### src/rtl/ctrl_pkg.sv
// Shared types for the six-instruction sequencer.
// Extension opcodes 6-9 are enabled by defining CTRL_EXT_OPS_EN.
package ctrl_pkg;

  localparam int INSTR_W = 16;
  localparam int OP_W    = 4;
  localparam int REG_W   = 4;
  localparam int MADDR_W = 8;
  localparam int ALU_W   = 3;

  typedef enum logic [3:0] {
    S_INIT   = 4'd0,
    S_FETCH  = 4'd1,
    S_DECODE = 4'd2,
    S_NOOP   = 4'd3,
    S_STORE  = 4'd4,
    S_LOAD_A = 4'd5,
    S_LOAD_B = 4'd6,
    S_ADD    = 4'd7,
    S_SUB    = 4'd8,
`ifdef CTRL_EXT_OPS_EN
    S_EXT    = 4'd9,
`endif
    S_HALT   = 4'd10
  } state_e;

  localparam logic [OP_W-1:0] OP_NOOP  = 4'd0;
  localparam logic [OP_W-1:0] OP_STORE = 4'd1;
  localparam logic [OP_W-1:0] OP_LOAD  = 4'd2;
  localparam logic [OP_W-1:0] OP_ADD   = 4'd3;
  localparam logic [OP_W-1:0] OP_SUB   = 4'd4;
  localparam logic [OP_W-1:0] OP_HALT  = 4'd5;
  localparam logic [OP_W-1:0] OP_XOR   = 4'd6;
  localparam logic [OP_W-1:0] OP_OR    = 4'd7;
  localparam logic [OP_W-1:0] OP_AND   = 4'd8;
  localparam logic [OP_W-1:0] OP_INC   = 4'd9;

  localparam logic [ALU_W-1:0] ALU_ADD  = 3'd0;
  localparam logic [ALU_W-1:0] ALU_SUB  = 3'd1;
  localparam logic [ALU_W-1:0] ALU_PASS = 3'd2;
  localparam logic [ALU_W-1:0] ALU_XOR  = 3'd3;
  localparam logic [ALU_W-1:0] ALU_OR   = 3'd4;
  localparam logic [ALU_W-1:0] ALU_AND  = 3'd5;
  localparam logic [ALU_W-1:0] ALU_INC  = 3'd6;

  function automatic state_e decode_op(input logic [OP_W-1:0] op);
    state_e s;
    case (op)
      OP_STORE: s = S_STORE;
      OP_LOAD:  s = S_LOAD_A;
      OP_ADD:   s = S_ADD;
      OP_SUB:   s = S_SUB;
      OP_HALT:  s = S_HALT;
`ifdef CTRL_EXT_OPS_EN
      OP_XOR, OP_OR, OP_AND, OP_INC: s = S_EXT;
`endif
      default:  s = S_NOOP;
    endcase
    return s;
  endfunction

`ifdef CTRL_EXT_OPS_EN
  function automatic logic [ALU_W-1:0] ext_alu(input logic [OP_W-1:0] op);
    logic [ALU_W-1:0] a;
    case (op)
      OP_XOR:  a = ALU_XOR;
      OP_OR:   a = ALU_OR;
      OP_AND:  a = ALU_AND;
      OP_INC:  a = ALU_INC;
      default: a = ALU_PASS;
    endcase
    return a;
  endfunction
`endif

endpackage

### src/rtl/ctrl_pc.sv
// Program counter: clear has priority over increment; wraps silently.
module ctrl_pc #(
  parameter int PC_W = 7
) (
  input  logic            clk,
  input  logic            rst,
  input  logic            clr,
  input  logic            up,
  output logic [PC_W-1:0] pc
);

  logic [PC_W-1:0] pc_q;
  logic [PC_W-1:0] pc_d;

  always_comb begin
    pc_d = pc_q;
    unique case (1'b1)
      clr:     pc_d = '0;
      up:      pc_d = pc_q + 1'b1;
      default: pc_d = pc_q;
    endcase
  end

  always_ff @(posedge clk) begin
    if (rst) pc_q <= '0;
    else     pc_q <= pc_d;
  end

  assign pc = pc_q;

endmodule

### src/rtl/ctrl_fsm.sv
// Instruction sequencer: PC/IR ownership and registered Moore datapath controls.
// Extension opcodes (XOR/OR/AND/INC) are built in when CTRL_EXT_OPS_EN is defined.
module ctrl_fsm
  import ctrl_pkg::*;
#(
  parameter int PC_W = 7,
  parameter int D_AW = 8
) (
  input  logic                Clock,
  input  logic                Reset,
  input  logic [INSTR_W-1:0]  I_data,
  output logic [PC_W-1:0]     I_addr,
  output logic [D_AW-1:0]     D_addr,
  output logic                D_wr,
  output logic                RF_s,
  output logic [REG_W-1:0]    RF_W_addr,
  output logic                RF_W_en,
  output logic [REG_W-1:0]    RF_Ra_addr,
  output logic [REG_W-1:0]    RF_Rb_addr,
  output logic [ALU_W-1:0]    ALU_s,
  output logic [3:0]          State
);

  state_e             state_q, state_d;
  logic [INSTR_W-1:0] ir_q, ir_d;

  logic [D_AW-1:0]  d_addr_q, d_addr_d;
  logic             d_wr_q, d_wr_d;
  logic             rf_s_q, rf_s_d;
  logic [REG_W-1:0] w_addr_q, w_addr_d;
  logic             w_en_q, w_en_d;
  logic [REG_W-1:0] ra_q, ra_d;
  logic [REG_W-1:0] rb_q, rb_d;
  logic [ALU_W-1:0] alu_q, alu_d;

  ctrl_pc #(.PC_W(PC_W)) u_pc (
    .clk (Clock),
    .rst (Reset),
    .clr (state_q == S_INIT),
    .up  (state_q == S_FETCH),
    .pc  (I_addr)
  );

  always_comb begin
    state_d = state_q;
    ir_d    = ir_q;
    case (state_q)
      S_INIT: begin
        state_d = S_FETCH;
        ir_d    = '0;
      end
      S_FETCH: begin
        state_d = S_DECODE;
        ir_d    = I_data;
      end
      S_DECODE: state_d = decode_op(ir_q[15:12]);
      S_LOAD_A: state_d = S_LOAD_B;
      S_HALT:   state_d = S_HALT;
      default:  state_d = S_FETCH;
    endcase
  end

  // Outputs are precomputed for the state being entered, so they
  // register in step with the state itself.
  always_comb begin
    d_addr_d = '0;
    d_wr_d   = 1'b0;
    rf_s_d   = 1'b0;
    w_addr_d = '0;
    w_en_d   = 1'b0;
    ra_d     = '0;
    rb_d     = '0;
    alu_d    = ALU_PASS;
    case (state_d)
      S_STORE: begin
        d_addr_d = D_AW'(ir_d[7:0]);
        ra_d     = ir_d[11:8];
        d_wr_d   = 1'b1;
      end
      S_LOAD_A: begin
        d_addr_d = D_AW'(ir_d[7:0]);
        rf_s_d   = 1'b1;
      end
      S_LOAD_B: begin
        d_addr_d = D_AW'(ir_d[7:0]);
        rf_s_d   = 1'b1;
        w_addr_d = ir_d[11:8];
        w_en_d   = 1'b1;
      end
      S_ADD, S_SUB: begin
        ra_d     = ir_d[11:8];
        rb_d     = ir_d[7:4];
        w_addr_d = ir_d[3:0];
        w_en_d   = 1'b1;
        alu_d    = (state_d == S_ADD) ? ALU_ADD : ALU_SUB;
      end
`ifdef CTRL_EXT_OPS_EN
      S_EXT: begin
        ra_d     = ir_d[11:8];
        rb_d     = (ir_d[15:12] == OP_INC) ? '0 : ir_d[7:4];
        w_addr_d = ir_d[3:0];
        w_en_d   = 1'b1;
        alu_d    = ext_alu(ir_d[15:12]);
      end
`endif
      default: ;
    endcase
  end

  always_ff @(posedge Clock) begin
    if (Reset) begin
      state_q  <= S_INIT;
      ir_q     <= '0;
      d_addr_q <= '0;
      d_wr_q   <= 1'b0;
      rf_s_q   <= 1'b0;
      w_addr_q <= '0;
      w_en_q   <= 1'b0;
      ra_q     <= '0;
      rb_q     <= '0;
      alu_q    <= ALU_PASS;
    end else begin
      state_q  <= state_d;
      ir_q     <= ir_d;
      d_addr_q <= d_addr_d;
      d_wr_q   <= d_wr_d;
      rf_s_q   <= rf_s_d;
      w_addr_q <= w_addr_d;
      w_en_q   <= w_en_d;
      ra_q     <= ra_d;
      rb_q     <= rb_d;
      alu_q    <= alu_d;
    end
  end

  assign State      = state_q;
  assign D_addr     = d_addr_q;
  assign D_wr       = d_wr_q;
  assign RF_s       = rf_s_q;
  assign RF_W_addr  = w_addr_q;
  assign RF_W_en    = w_en_q;
  assign RF_Ra_addr = ra_q;
  assign RF_Rb_addr = rb_q;
  assign ALU_s      = alu_q;

endmodule

### config.mk
export PLATFORM = sky130hd
export DESIGN_NAME = ctrl_fsm
export DESIGN_NICKNAME = d
export VERILOG_FILES = /design/src/rtl/ctrl_pkg.sv /design/src/rtl/ctrl_pc.sv /design/src/rtl/ctrl_fsm.sv
export SDC_FILE = /design/constraint.sdc
export NUM_CORES = 1
export LEC_CHECK = 0
export CORE_MARGIN = 1.5
export CORE_UTILIZATION = 42
export CTS_BUF_LIST = sky130_fd_sc_hd__clkbuf_8
export CTS_CLUSTER_DIAMETER = 50
export DETAILED_ROUTE_END_ITERATION = 12
export HOLD_SLACK_MARGIN = 0.05
export PLACE_DENSITY = 0.81
export SETUP_SLACK_MARGIN = 0.05
export SYNTH_ARGS = -nofsm -noshare
export SYNTH_HDL_FRONTEND = slang
export SYNTH_SLANG_ARGS = --single-unit
### constraint.sdc
create_clock -name Clock -period 6 [get_ports Clock]
set_clock_uncertainty 0.05 [all_clocks]
set_input_delay 1.2 -clock Clock [delete_from_list [all_inputs] [get_ports Clock]]
set_output_delay 1.2 -clock Clock [all_outputs]
set_load 0.005 [all_outputs]
[After elaboration in Yosys (flattened, before gate mapping)]
Cells that the tools add are included.
Word-level totals
  output and inout bits: 37
  bits in registers: 53
  input bits: 18
  word-level logic and storage cells: 49
Cells by class
  equality and inequality tests: 14
  reduce and logical (&&, ||, !) cells: 10
  add/sub/neg operators: 1
  bitwise operators: 3
  mux-type cells: 9
Operators with widths (number)
  $pmux W16 S2: 1
  $eq A4 B3 Y1 const B: 7
  $pmux W4 S5: 1
  $pmux W4 S4: 1
  $pmux W7 S2: 1
  $eq A4 B2 Y1 const B: 3
  $reduce_or A2 Y1: 5
  $reduce_or A3 Y1: 3
  $eq A4 B1 Y1 const B: 2
  $eq A4 B4 Y1 const B: 2
  $pmux W4 S2: 1
  $add A7 B1 Y7 const B: 1
  $logic_not A4 Y1: 1
  $mux W1: 4
  $not A1 Y1: 3
  $reduce_bool A2 Y1: 1

[Longest topological paths before layout]
  depth after elaboration: 7
  depth in mapped cells: 8

[Modules after synthesis]
Synthesis repeated with hierarchy kept, for this count alone.
Unflattened totals
  cells, all modules: 189
  area total of the unflattened synthesis: 1856.8 µm²
Modules (own cells, without submodules)
  ctrl_fsm: times used 1, area each 1530.2 µm², cells an instance 153
  ctrl_pc: times used 1, area each 326.6 µm², cells an instance 36

[Least setup slack after synthesis]
No wires, ideal clock.
  path type: register to register
  from: register state_q[3] (netlist: State[3])
  to: register w_addr_q[0] (netlist: RF_W_addr[0])
  clock period less this slack: 2.257 ns
  setup slack: 3.743 ns
  library setup time: 0.092 ns
  stages on the path, launching flop included: 9
  arrival: 2.114 ns
  data required time: 5.858 ns
  path through: dfxtp_1 > buf_6 > or4b_4 > buf_6 > o32a_1 > buf_6 > or2_0 > buf_6 > o32ai_1
Between the ends
  cells in the longest elaborated chain, start to end: 5
  elaborated cells on any way between the ends: 12
  those cells by class: eq/ne (7); mux (3); reduce/logical (2)
RTL lines
  start: declaration: line ctrl_fsm.sv:24  | state_e state_q, state_d;
  start signal: assignment: line ctrl_fsm.sv:123  | state_q <= state_d;
  $eq A4 B4 Y1, or another cell as far along: line ctrl_fsm.sv:47  | case (state_q)
  $pmux W4 S4: line ctrl_fsm.sv:47
  $eq A4 B3 Y1 / $eq A4 B4 Y1 (equally long branches): line ctrl_fsm.sv:74  | case (state_d)
  $reduce_or A2 Y1: line ctrl_fsm.sv:74
  $pmux W4 S2 (*): line ctrl_fsm.sv:74
  end signal: assignment: line ctrl_fsm.sv:128  | w_addr_q <= w_addr_d;
  end: declaration: line ctrl_fsm.sv:30  | logic [REG_W-1:0] w_addr_q, w_addr_d;
Mark *: on every way between the ends. The rest lies on a longest branch, timed or not.
A chain may end at the register's enable or synchronous reset.

[Worst setup path in the final report]
  from: register state_q[0] (netlist: State[0])
  to: output port State[0]
RTL lines
  end: declaration: line ctrl_fsm.sv:21  | output logic [3:0] State
No word-level cell between the ends.

==> out/metrics.cfg <==
[outcome]
status=completed

[clocking]
numCtsBuffers=5
cts.repair.resized=0
hold_buffers=0
htree_levels=2
tritoncts=done
max-clock-path-buffers=2
postCtsSetupBuffers=0
root_buffer=clkbuf_8
clk_latency_ns=0.31
clock-sinks=52
cts.clk_slew.worst_paths_ns=0.09

[global_route]
grt_first_pass_wirelength_um=7760
grt_use_met1=0.263
gr-max-usage-layer=met2
grt_max_degree=28
antenna_found_initial=0
grt_use_total=0.193
gr-total-overflow=0
grt_pass1_vias=1621
use_met3=0.0514
use_met2=0.294

[setup_path]
reg2reg_slack_ns=3.33
path_buf_inv=1
critPathArrivalTime_ns=1.81
crit_chain=clkdlybuf4s50_1
worstSetupPathType=reg -> out
r2r_cells=4
r2r-end=D_addr[6]
start_kind=flip-flop
crit_family=flip-flops
cp_max_fo=26
cp_data_required_time_ns=4.75
r2r-start=State[0]
cp-end-kind=output port
critPathMaxStageDelay_ns=0.87
critPathSlowestCell=dfxtp_1

[synth]
synth_area_leaders=dfxtp_1 (52%), nand3_1 (3.8%), nor2_1 (3.8%)
syn_area_per_cell_um2=9.00
synth_cell_types=43
yosysSeqAreaShare=0.521
synth_nets=241
ys.warnings.count=0
yosysTopAreaCell=dfxtp_1
synthCells=222
synth_top_area_frac=0.521
synth_edf_count=0
ys_ff_latch=52
async_flop_share=0
synthesis.area_mm2=0.00200
synth_ff_type=dfxtp_1

[floorplanning]
rows=24
io_pins=55
core_region_area_mm2=0.00447
die_y_um=72.0
initial_core_util=0.446
dieWidth_um=72.0
dieArea_mm2=0.00518

[cells_and_area]
area_growth_pct=29.5
drive_gt1_frac=0.0453
final_common_cell=clkdlybuf4s50_1
layout.nets=283
stdcell_area_mm2=0.00259
diodes=0
final_cell_mix=clkdlybuf4s50_1 (53), dfxtp_1 (52), nor2_1 (20)

[sta]
fin_tns_setup_ns=0
hold_violations=0
timing.final.crit_period_ns=3.06
min_period_over_period=0.511
fmax_mhz=326
worst_pin_slew_ns=1.17
max_slew_margin=0.218
report.final.slew_viol_count=0
setup_viol=0
rsz0062_at_grt=false

[worst_hold_path]
holdCritPathClass=reg -> reg
hold_end=u_pc.pc[1]
hold_depth=2
worstHoldStart=u_pc.pc[1]

[route]
wl_um=4650
drc=0
drtIter0Drc=134
route.antenna.remaining_nets=0
wl_per_cell_um=14.7
vias_per_cell=5.37
first_pass_iters=4
dr_total_vias=1703

[place]
dpl-instance-area_mm2=0.00250
numPortBuffers=53
gp_congestion=0.840
dpl.hpwl_um=3230

[flow_run]
cap_viol_max_count=0

[pwr]
ir_drop_uv=181
power_per_cell_area_mw_per_mm2=252
leakage_nw=0.978

[metal layers]
metal,up-vias,routed length [um]
met5,-,0
met3,11,322
li1,838,-
met2,69,2160
met4,0,95
met1,785,2070
[cell families after synthesis]
| kind of cell | count (synthesis) | synth area share |
|---|---|---|
| AOI/OAI and AO/OA | 45 | 0.150 |
| xor gates and xnor gates | 5 | 0.0219 |
| adders and majority gates | 1 | 0.00626 |
| buffers and inverters | 31 | 0.0752 |
| DFF | 52 | 0.521 |
| other | 1 | 0.00188 |
| and+or+nand+nor | 87 | 0.223 |
[how the worst max path moves through the flow]
stage                     startpoint      endpoint  slack (ns)  cells past startpoint
after floorplan             State[3]  RF_W_addr[0]        3.74                      8
after global placement         Reset  RF_W_addr[2]        2.89                      3
after detailed placement       Reset  RF_W_addr[2]        2.85                      3
after CTS                   State[0]      State[0]        2.93                      1
after global routing        State[0]      State[0]        2.81                      1
final                       State[0]      State[0]        2.94                      1
[worst min-delay path, cell delays in order (launching register included)]
cell and delay, ns:
dfxtp_1 0.35, nand2_1 0.06, a21oi_1 0.05
[final cells by class]
type	count	area, um2
fillers	399	1890
clock buffers	6	82.6
repair buffers	53	531
multi-input cells	139	811
inverters	13	48.8
flip-flops and latches	52	1040
clock inverters	2	7.51
well taps	52	65.1
[cell usage after synthesis, types with 7 or more instances]
cell type / n
nor3_1: 12
inv_1: 13
clkbuf_1: 13
nand3_1: 15
nand2_1: 15
a21o_1: 8
a21oi_1: 12
o21ai_0: 7
nor2_1: 20
dfxtp_1: 52
[stage by stage]
| stage | instances | util | worst slack (ns) | hold slack, ns | power, W |
|---|---|---|---|---|---|
| after global routing | 317 | 0.578 | 2.81 | 0.488 | 0.000682 |
| after floorplan | 222 | - | 3.74 | 0.409 | 0.000429 |
| after detailed placement | 309 | 0.558 | 2.85 | 0.444 | 0.000461 |
| after CTS | 317 | 0.578 | 2.93 | 0.456 | 0.000655 |
| final | 317 | 0.578 | 2.94 | 0.453 | 0.000653 |
| after global placement | 309 | 0.558 | 2.89 | 0.434 | 0.000459 |
[flip-flops by register name, summed over array words and instances, names as in the netlist]
signal,count
D_wr,1
ir_q,16
RF_W_addr,4
u_pc.pc,7
D_addr,8
RF_W_en,1
RF_Rb_addr,4
RF_s,1
ALU_s,2
State,4
RF_Ra_addr,4
[where the power goes]
part	total, W	switching, W	leakage [nW]	internal [W]
Sequential	0.000370	0.0000148	0.421	0.000355
Clock	0.000200	0.000109	0.0538	0.0000909
Combinational	0.0000835	0.0000463	0.503	0.0000372
Total	0.000653	0.000170	0.978	0.000483
(Power assumes the default switching activity.)
